`config.mk`:
```
export PLATFORM = sky130hd
export DESIGN_NAME = seq_detector_param
export DESIGN_NICKNAME = d
export VERILOG_FILES = /design/src/rtl/seq_detector_param.sv
export SDC_FILE = /design/constraint.sdc
export NUM_CORES = 1
export LEC_CHECK = 0
export CAP_MARGIN = 25
export CORE_MARGIN = 10
export CORE_UTILIZATION = 50
export DETAILED_ROUTE_END_ITERATION = 8
export PLACE_DENSITY_LB_ADDON = 0.3
export SYNTH_ARGS = -nofsm -noshare
export SYNTH_HDL_FRONTEND = slang
export SYNTH_SLANG_ARGS = --single-unit
```
`constraint.sdc`:
```
create_clock -name clk -period 4.71 [get_ports clk]
set_input_delay 0.942 -clock clk [delete_from_list [all_inputs] [get_ports clk]]
set_output_delay 0.942 -clock clk [all_outputs]
set_load 0.05 [all_outputs]
```
`src/rtl/seq_detector_param.sv`:
```
// Parametrised serial bit-pattern detector with Mealy and Moore match strobes,
// optional overlapping detection, synchronous clear and a saturating match counter.
`timescale 1ns/1ps

module seq_detector_param #(
  parameter int unsigned PAT_W   = 4,
  parameter              PATTERN = 4'b1011,
  parameter bit          OVERLAP = 1'b1,
  parameter int unsigned CNT_W   = 8
) (
  input  logic             clk,
  input  logic             rstn,
  input  logic             din,
  input  logic             din_valid,
  input  logic             clear,
  output logic             dout_mealy,
  output logic             dout_moore,
  output logic [CNT_W-1:0] match_cnt
);

  localparam int unsigned FILL_W = $clog2(PAT_W + 1);
  localparam logic [PAT_W-1:0] PAT = PAT_W'(PATTERN);
  localparam logic [FILL_W-1:0] FILL_FULL = FILL_W'(PAT_W);
  localparam logic [FILL_W-1:0] FILL_ARM  = FILL_W'(PAT_W - 1);

  // Reject unsupported pattern lengths and mis-sized patterns at elaboration
  if (PAT_W < 2 || PAT_W > 16) begin : g_bad_pat_w
    $fatal(1, "seq_detector_param: PAT_W must be within 2..16");
  end
  if ($bits(PATTERN) != PAT_W) begin : g_bad_pattern
    $fatal(1, "seq_detector_param: PATTERN must be exactly PAT_W bits wide");
  end

  logic [PAT_W-1:0]  hist;
  logic [PAT_W-1:0]  window;
  logic [FILL_W-1:0] fill;
  logic              hit;

  // Candidate window and match term; fill guard masks stale or reset-zero history
  always_comb begin
    window = {hist[PAT_W-2:0], din};
    hit    = rstn & ~clear & din_valid & (fill >= FILL_ARM) & (window == PAT);
  end

  // Same-cycle match strobe
  always_comb begin
    dout_mealy = hit;
  end

  // Bit history and fill count; clear wins over an accepted bit
  always_ff @(posedge clk or negedge rstn) begin
    if (!rstn) begin
      hist <= '0;
      fill <= '0;
    end else if (clear) begin
      hist <= '0;
      fill <= '0;
    end else if (din_valid) begin
      hist <= window;
      if (hit && !OVERLAP) begin
        fill <= '0;
      end else if (fill != FILL_FULL) begin
        fill <= fill + FILL_W'(1);
      end
    end
  end

  // Registered match strobe, one cycle behind the Mealy strobe
  always_ff @(posedge clk or negedge rstn) begin
    if (!rstn) begin
      dout_moore <= 1'b0;
    end else begin
      dout_moore <= hit;
    end
  end

  // Saturating match counter
  always_ff @(posedge clk or negedge rstn) begin
    if (!rstn) begin
      match_cnt <= '0;
    end else if (clear) begin
      match_cnt <= '0;
    end else if (hit && (match_cnt != {CNT_W{1'b1}})) begin
      match_cnt <= match_cnt + CNT_W'(1);
    end
  end

endmodule

```
==> impl_metrics.yaml <==
status:
  status: "finished, final reports clean"
drt:
  drc_errors: 0
  ant_nets: 0
  drt_wl_total_um: 1947
  via_count: 720
  drt_iter0_drc: 12
  first_pass_iters: 4
  via_per_inst: 6.154
  drt-wirelength-per-cell_um: 16.64
synthesis:
  avgSynthCellArea_um2: 9.919
  async_flop_share_pct: 100.0
  ys_types: 31
  synthTopCellsByArea: "dfrtp_1 (46%), ha_1 (6.1%), a21oi_1 (5.5%)"
  yosys.area.top_type: "dfrtp_1"
  synth_top_cell_area_share_pct: 45.59
  synth_edf_count: 0
  synth_fp_nets: 92
  ys_seq_area_share_pct: 45.59
  ys_ff_latch: 15
  synth_top_flop_cell: "dfrtp_1"
  yosys_warnings: 0
  syn_area_um2: 823.3
  syn_inst: 83
floorplanning:
  rows: 14
  die_area_um2: 3670
  core-area_um2: 1524
  die_h_um: 60.58
  dieWidth_um: 60.58
  pin_count: 15
  start_util_pct: 54.02
timing:
  fin_crit_sh_pct: 83.30
  fmax_ghz: 0.2549
  rsz0062_at_grt: "false"
  finalCriticalPeriod_ps: 3923
  max_slew_margin_pct: 65.99
  setup_viol: 0
  tightest_slew_ps: 508.6
  tns_ps: 0
  finalWorstSetupSlack_ps: 786.7
  hold_violations: 0
  fin_skew_ps: 1.815
  drv_slew: 0
clocking:
  postCtsHoldBufs: 0
  post-cts-setup-buffers: 0
  cts_tree: "yes"
  clk_pin_slew_ps: 90
  cts_max_level: 1
  clk_latency_ps: 290
  cts_resized: 0
  clk_path_buf_depth: 2
  cts_sinks: 15
  clock-root-buffer: "clkbuf_4"
  cts_buffers: 3
critical_path:
  critPathMaxFanout: 10
  cp.arrival_ps: 2980
  worst_setup_path_start_kind: "input port"
  cp.required_ps: 3770
  crit_path_end_kind: "primary output"
  path_class: "input port to primary output"
pwr:
  power_leakage_nw: 0.4158
  pwr-share-clk_pct: 32.4
  internal_power_uw: 175.3
  p_per_area_nw_per_um2: 230.7
  power.net_switching_uw: 57.73
  power.share.combinational_pct: 9.8
  switching_share_pct: 24.78
  ir_worst_vdd_v: 0.0001828
  seqPwrFrac_pct: 57.8
finish:
  insertedDiodeCount: 0
  final_common_cell: "dfrtp_1"
  syn2layout_area_growth_pct: 22.64
  layout.nets: 111
  multi_input_area_um2: 414.1
  num-fill-cells: 118
  drive_gt1_share_pct: 11.88
  final_cell_mix: "dfrtp_1 (15), clkdlybuf4s50_1 (14), nor2_1 (10), a21oi_1 (9)"
  seq_area_um2: 375.4
global_route:
  grt_max_degree: 16
  grt_usage_pct: 11.19
  antenna_found_initial: 0
  grt_pass1_vias: 712
  grt_pass1_wl_um: 3215
  grt-ovfl-total: 0
hold_path:
  min_path_type: "flop to flop"
place:
  place_hpwl_um: 1461
  pre_cts_slack_ps: 789.8
  numPortBuffers: 14
  routabilityCongestion: 0.8572
flow_run:
  max_cap_viol_count: 0
-- kinds of logic (layout without fill, tap and decap cells) --
kind of cell	Yosys count	count (layout)	share of synthesized area, %
simple gates	32	32	23.86
compound gates	21	21	15.65
flops	15	15	45.59
buf+inv	7	25	4.102
fa+ha+maj	4	4	6.079
mux	3	3	3.648
xor+xnor	1	1	1.064
-- metal layers --
metal / track usage [%] / vias up / part of all wire (%)
met5: 0 / - / 0
met3: 2.714 / 5 / 5.6
met1: 13.02 / 355 / 44
met2: 18.05 / 22 / 48
li1: - / 338 / -
met4: 6.897 / 0 / 2.0
-- Yosys cell counts (2+ instances only) --
cell type  count
and4_1         2
nand2_1        2
a21oi_1        9
nand3_1        4
dfrtp_1       15
nor2_1        10
a311oi_1       2
mux2i_1        3
inv_1          4
a21boi_0       2
or3_2          2
nand4_1        2
nor3_1         2
ha_1           4
o21ai_0        4
-- area by class of cell --
class / instances / area share [%]
flip-flops and latches: 15 / 37.17
multi-input cells: 61 / 41.02
clock buffers: 4 / 2.602
well taps: 16 / 1.983
inverters: 5 / 1.859
repair buffers: 16 / 15.37
-- metrics by stage --
| stage | instance area (um2) | total power, mW | instances | hold WS (ps) | utilization (%) |
|---|---|---|---|---|---|
| 2_1_floorplan | 823.3 | 0.1497 | 83 | 486.9 | - |
| 3_3_place_gp | 983.4 | 0.1590 | 113 | 521.5 | 64.53 |
| 3_5_place_dp | 983.4 | 0.1601 | 113 | 540.3 | 64.53 |
| 4_1_cts | 1010 | 0.2334 | 117 | 562.4 | 66.26 |
| 5_1_grt | 1010 | 0.2396 | 117 | 604.1 | 66.26 |
| 6_report | 1010 | 0.2330 | 117 | 560.1 | 66.26 |
-- state kept, by name, summed over array words and instances, names as in the netlist --
name,count
match_cnt,8
fill,3
hist,3
dout_moore,1
-- power by group through the flow --
stage,combinational (mW),sequential (mW),clock [mW]
2_1_floorplan,0.0133,0.136,0
3_3_place_gp,0.0220,0.137,0
3_5_place_dp,0.0230,0.137,0
4_1_cts,0.0230,0.135,0.0757
5_1_grt,0.0258,0.135,0.0785
6_report,0.0228,0.135,0.0755
-- worst paths after layout --
check,startpoint,slack [ps],to,cells after the start
max reg2reg,fill[0]$_DFFE_PN0P_,2730,match_cnt[7]$_DFFE_PN0P_,7
max in group asynchronous,rstn,3480,match_cnt[0]$_DFFE_PN0P_,2
max,din_valid,790,dout_mealy,5
min,hist[1]$_DFFE_PN0P_,560,hist[1]$_DFFE_PN0P_,2
min reg2reg,hist[1]$_DFFE_PN0P_,560,hist[1]$_DFFE_PN0P_,2
min in group asynchronous,rstn,1050,match_cnt[7]$_DFFE_PN0P_,2
-- critical path, stage by stage --
cell             delay, ps
clkdlybuf4s50_1        630
and4bb_4               290
nand3_4                100
clkinv_1               180
clkdlybuf4s50_1        840
No activity file was read; power rests on OpenSTA's default activity.
==> RTL edit: new RTL, config.mk and constraints unchanged <==
The parameter `OVERLAP` goes from 1'b1 to 1'b0.
--- a/src/rtl/seq_detector_param.sv
+++ b/src/rtl/seq_detector_param.sv
@@ -5,7 +5,7 @@
 module seq_detector_param #(
   parameter int unsigned PAT_W   = 4,
   parameter              PATTERN = 4'b1011,
-  parameter bit          OVERLAP = 1'b1,
+  parameter bit          OVERLAP = 1'b0,
   parameter int unsigned CNT_W   = 8
 ) (
   input  logic             clk,
Check against the original RTL: not equivalent (Yosys sat finds a counterexample within 10 cycles, from zero or initial values and one cycle with rstn low).
==> RTL edit against the original RTL <==
  * Hold slack got worse by 0.012 ns
  * Routed wire length shrank 4.8%
  * Clock power rose by 2%
  * First-iteration DRC count fell by 17%
  * Sequential cell count unchanged
  * Area after synthesis is 2.7% higher
  * Critical path depth stayed put
  * Cell area is 0.12% lower
  * Synthesized cell count up 7.2%
  * Non-clock buffer count stayed put
  * Total power grew 2.1%
  * Worst setup slack better by 0.35 ns
  * Critical path type unchanged
  * Largest power group unchanged
==> RTL edit: results (changes against the original RTL) <==
* Drt initial violations at 10 (-2)
* VDD IR max at 0.184 mV (+0.59%)
* Worst Path Max Fanout at 8 (-2)
* Number of global-route vias before repair at 653 (-8.3%)
* Synth cell count leaders: 15 x dfrtp_1, 8 x nor2_1, 7 x inv_1
* Critical Path AT at 2.63 ns (-0.35 ns)
* GR met3 Demand/Resource at 0.0453 (+0.0181)
* Final GP Congestion at 0.855 (-0.31%)
* Maximum number of pins on one net before global-route repair at 18 (+2)
* Status: completed
* Seq/Total Area, Yosys at 0.444 (-0.0121)
* First-pass GRT wire length at 3060 um (-4.9%)
* Pwr per Cell Area at 236 nW/um^2 (+2.2%)
* Filler cell count at 147 (+25%)
* DP Worst Slack at 1.16 ns (+0.368 ns)
* DP Area at 982 sq um (-0.13%)
* P_comb at 25.4 uW (+11%)
* Layout cells sized above 1 at 0.0680 (-0.0509)
* Multi-input logic area at 408 sq um (-1.5%)
* Origin of the critical flop-to-flop path: fill[1]$_DFFE_PN0P_
* Worst min-delay path startpoint: match_cnt[7]$_DFFE_PN0P_
* Net Sw Power at 61.2 uW (+6.0%)
* Metal-1 WL at 757 um (-11%)
* Core area at 1560 sq um (+2.3%)
* Placed Instances at 115 (+1.8%)
* Metal3 WL at 157 um (+43%)
* Synth unique cells at 32 (+3.2%)
* Slew HR at 0.333 (-0.327)
* GR Util met1 at 0.124 (-0.00652)
* Mapped Avg Cell Area at 9.50 sq um (-4.2%)
* Cells on Worst Hold Path at 1 (-1)
* Worst reg2reg path endpoint: match_cnt[5]$_DFFE_PN0P_
* Final WL at 1850 um (-4.8%)
* Syn nets at 98 (+6.5%)
* Non-Clock Inverter Count at 7 (+2)
==> RTL edit: changes by cell type after synthesis, moves of 3 or more <==
cell / change
or3_1: +4
a21oi_1: -3
inv_1: +3
nand2_1: +3
==> RTL edit: kinds of logic (layout without fill, tap and decap cells) <==
logic type | Yosys count | in the layout | synth area share
multiplexers | 4 | 4 | 0.0488
AO/OA/AOI/OAI | 19 | 19 | 0.146
AND/OR/NAND/NOR | 34 | 34 | 0.228
flip-flops | 15 | 15 | 0.444
buffers and inverters | 13 | 27 | 0.0740
adder cells (fa/ha/maj) | 4 | 4 | 0.0592
==> RTL edit: worst max-delay path by stage <==
stage,to,slack [ns],cells past startpoint
global placement,dout_mealy,1.21,6
finish,dout_mealy,1.14,5
detailed placement,dout_mealy,1.16,5
CTS,dout_mealy,1.15,5
global route,dout_mealy,1.02,5
floorplan,dout_mealy,1.69,5
==> RTL edit: worst max-delay path, stage by stage <==
cell	delay [ns]
clkdlybuf4s50_1	0.67
nand4bb_1	0.16
or3_1	0.49
inv_1	0.14
buf_4	0.21
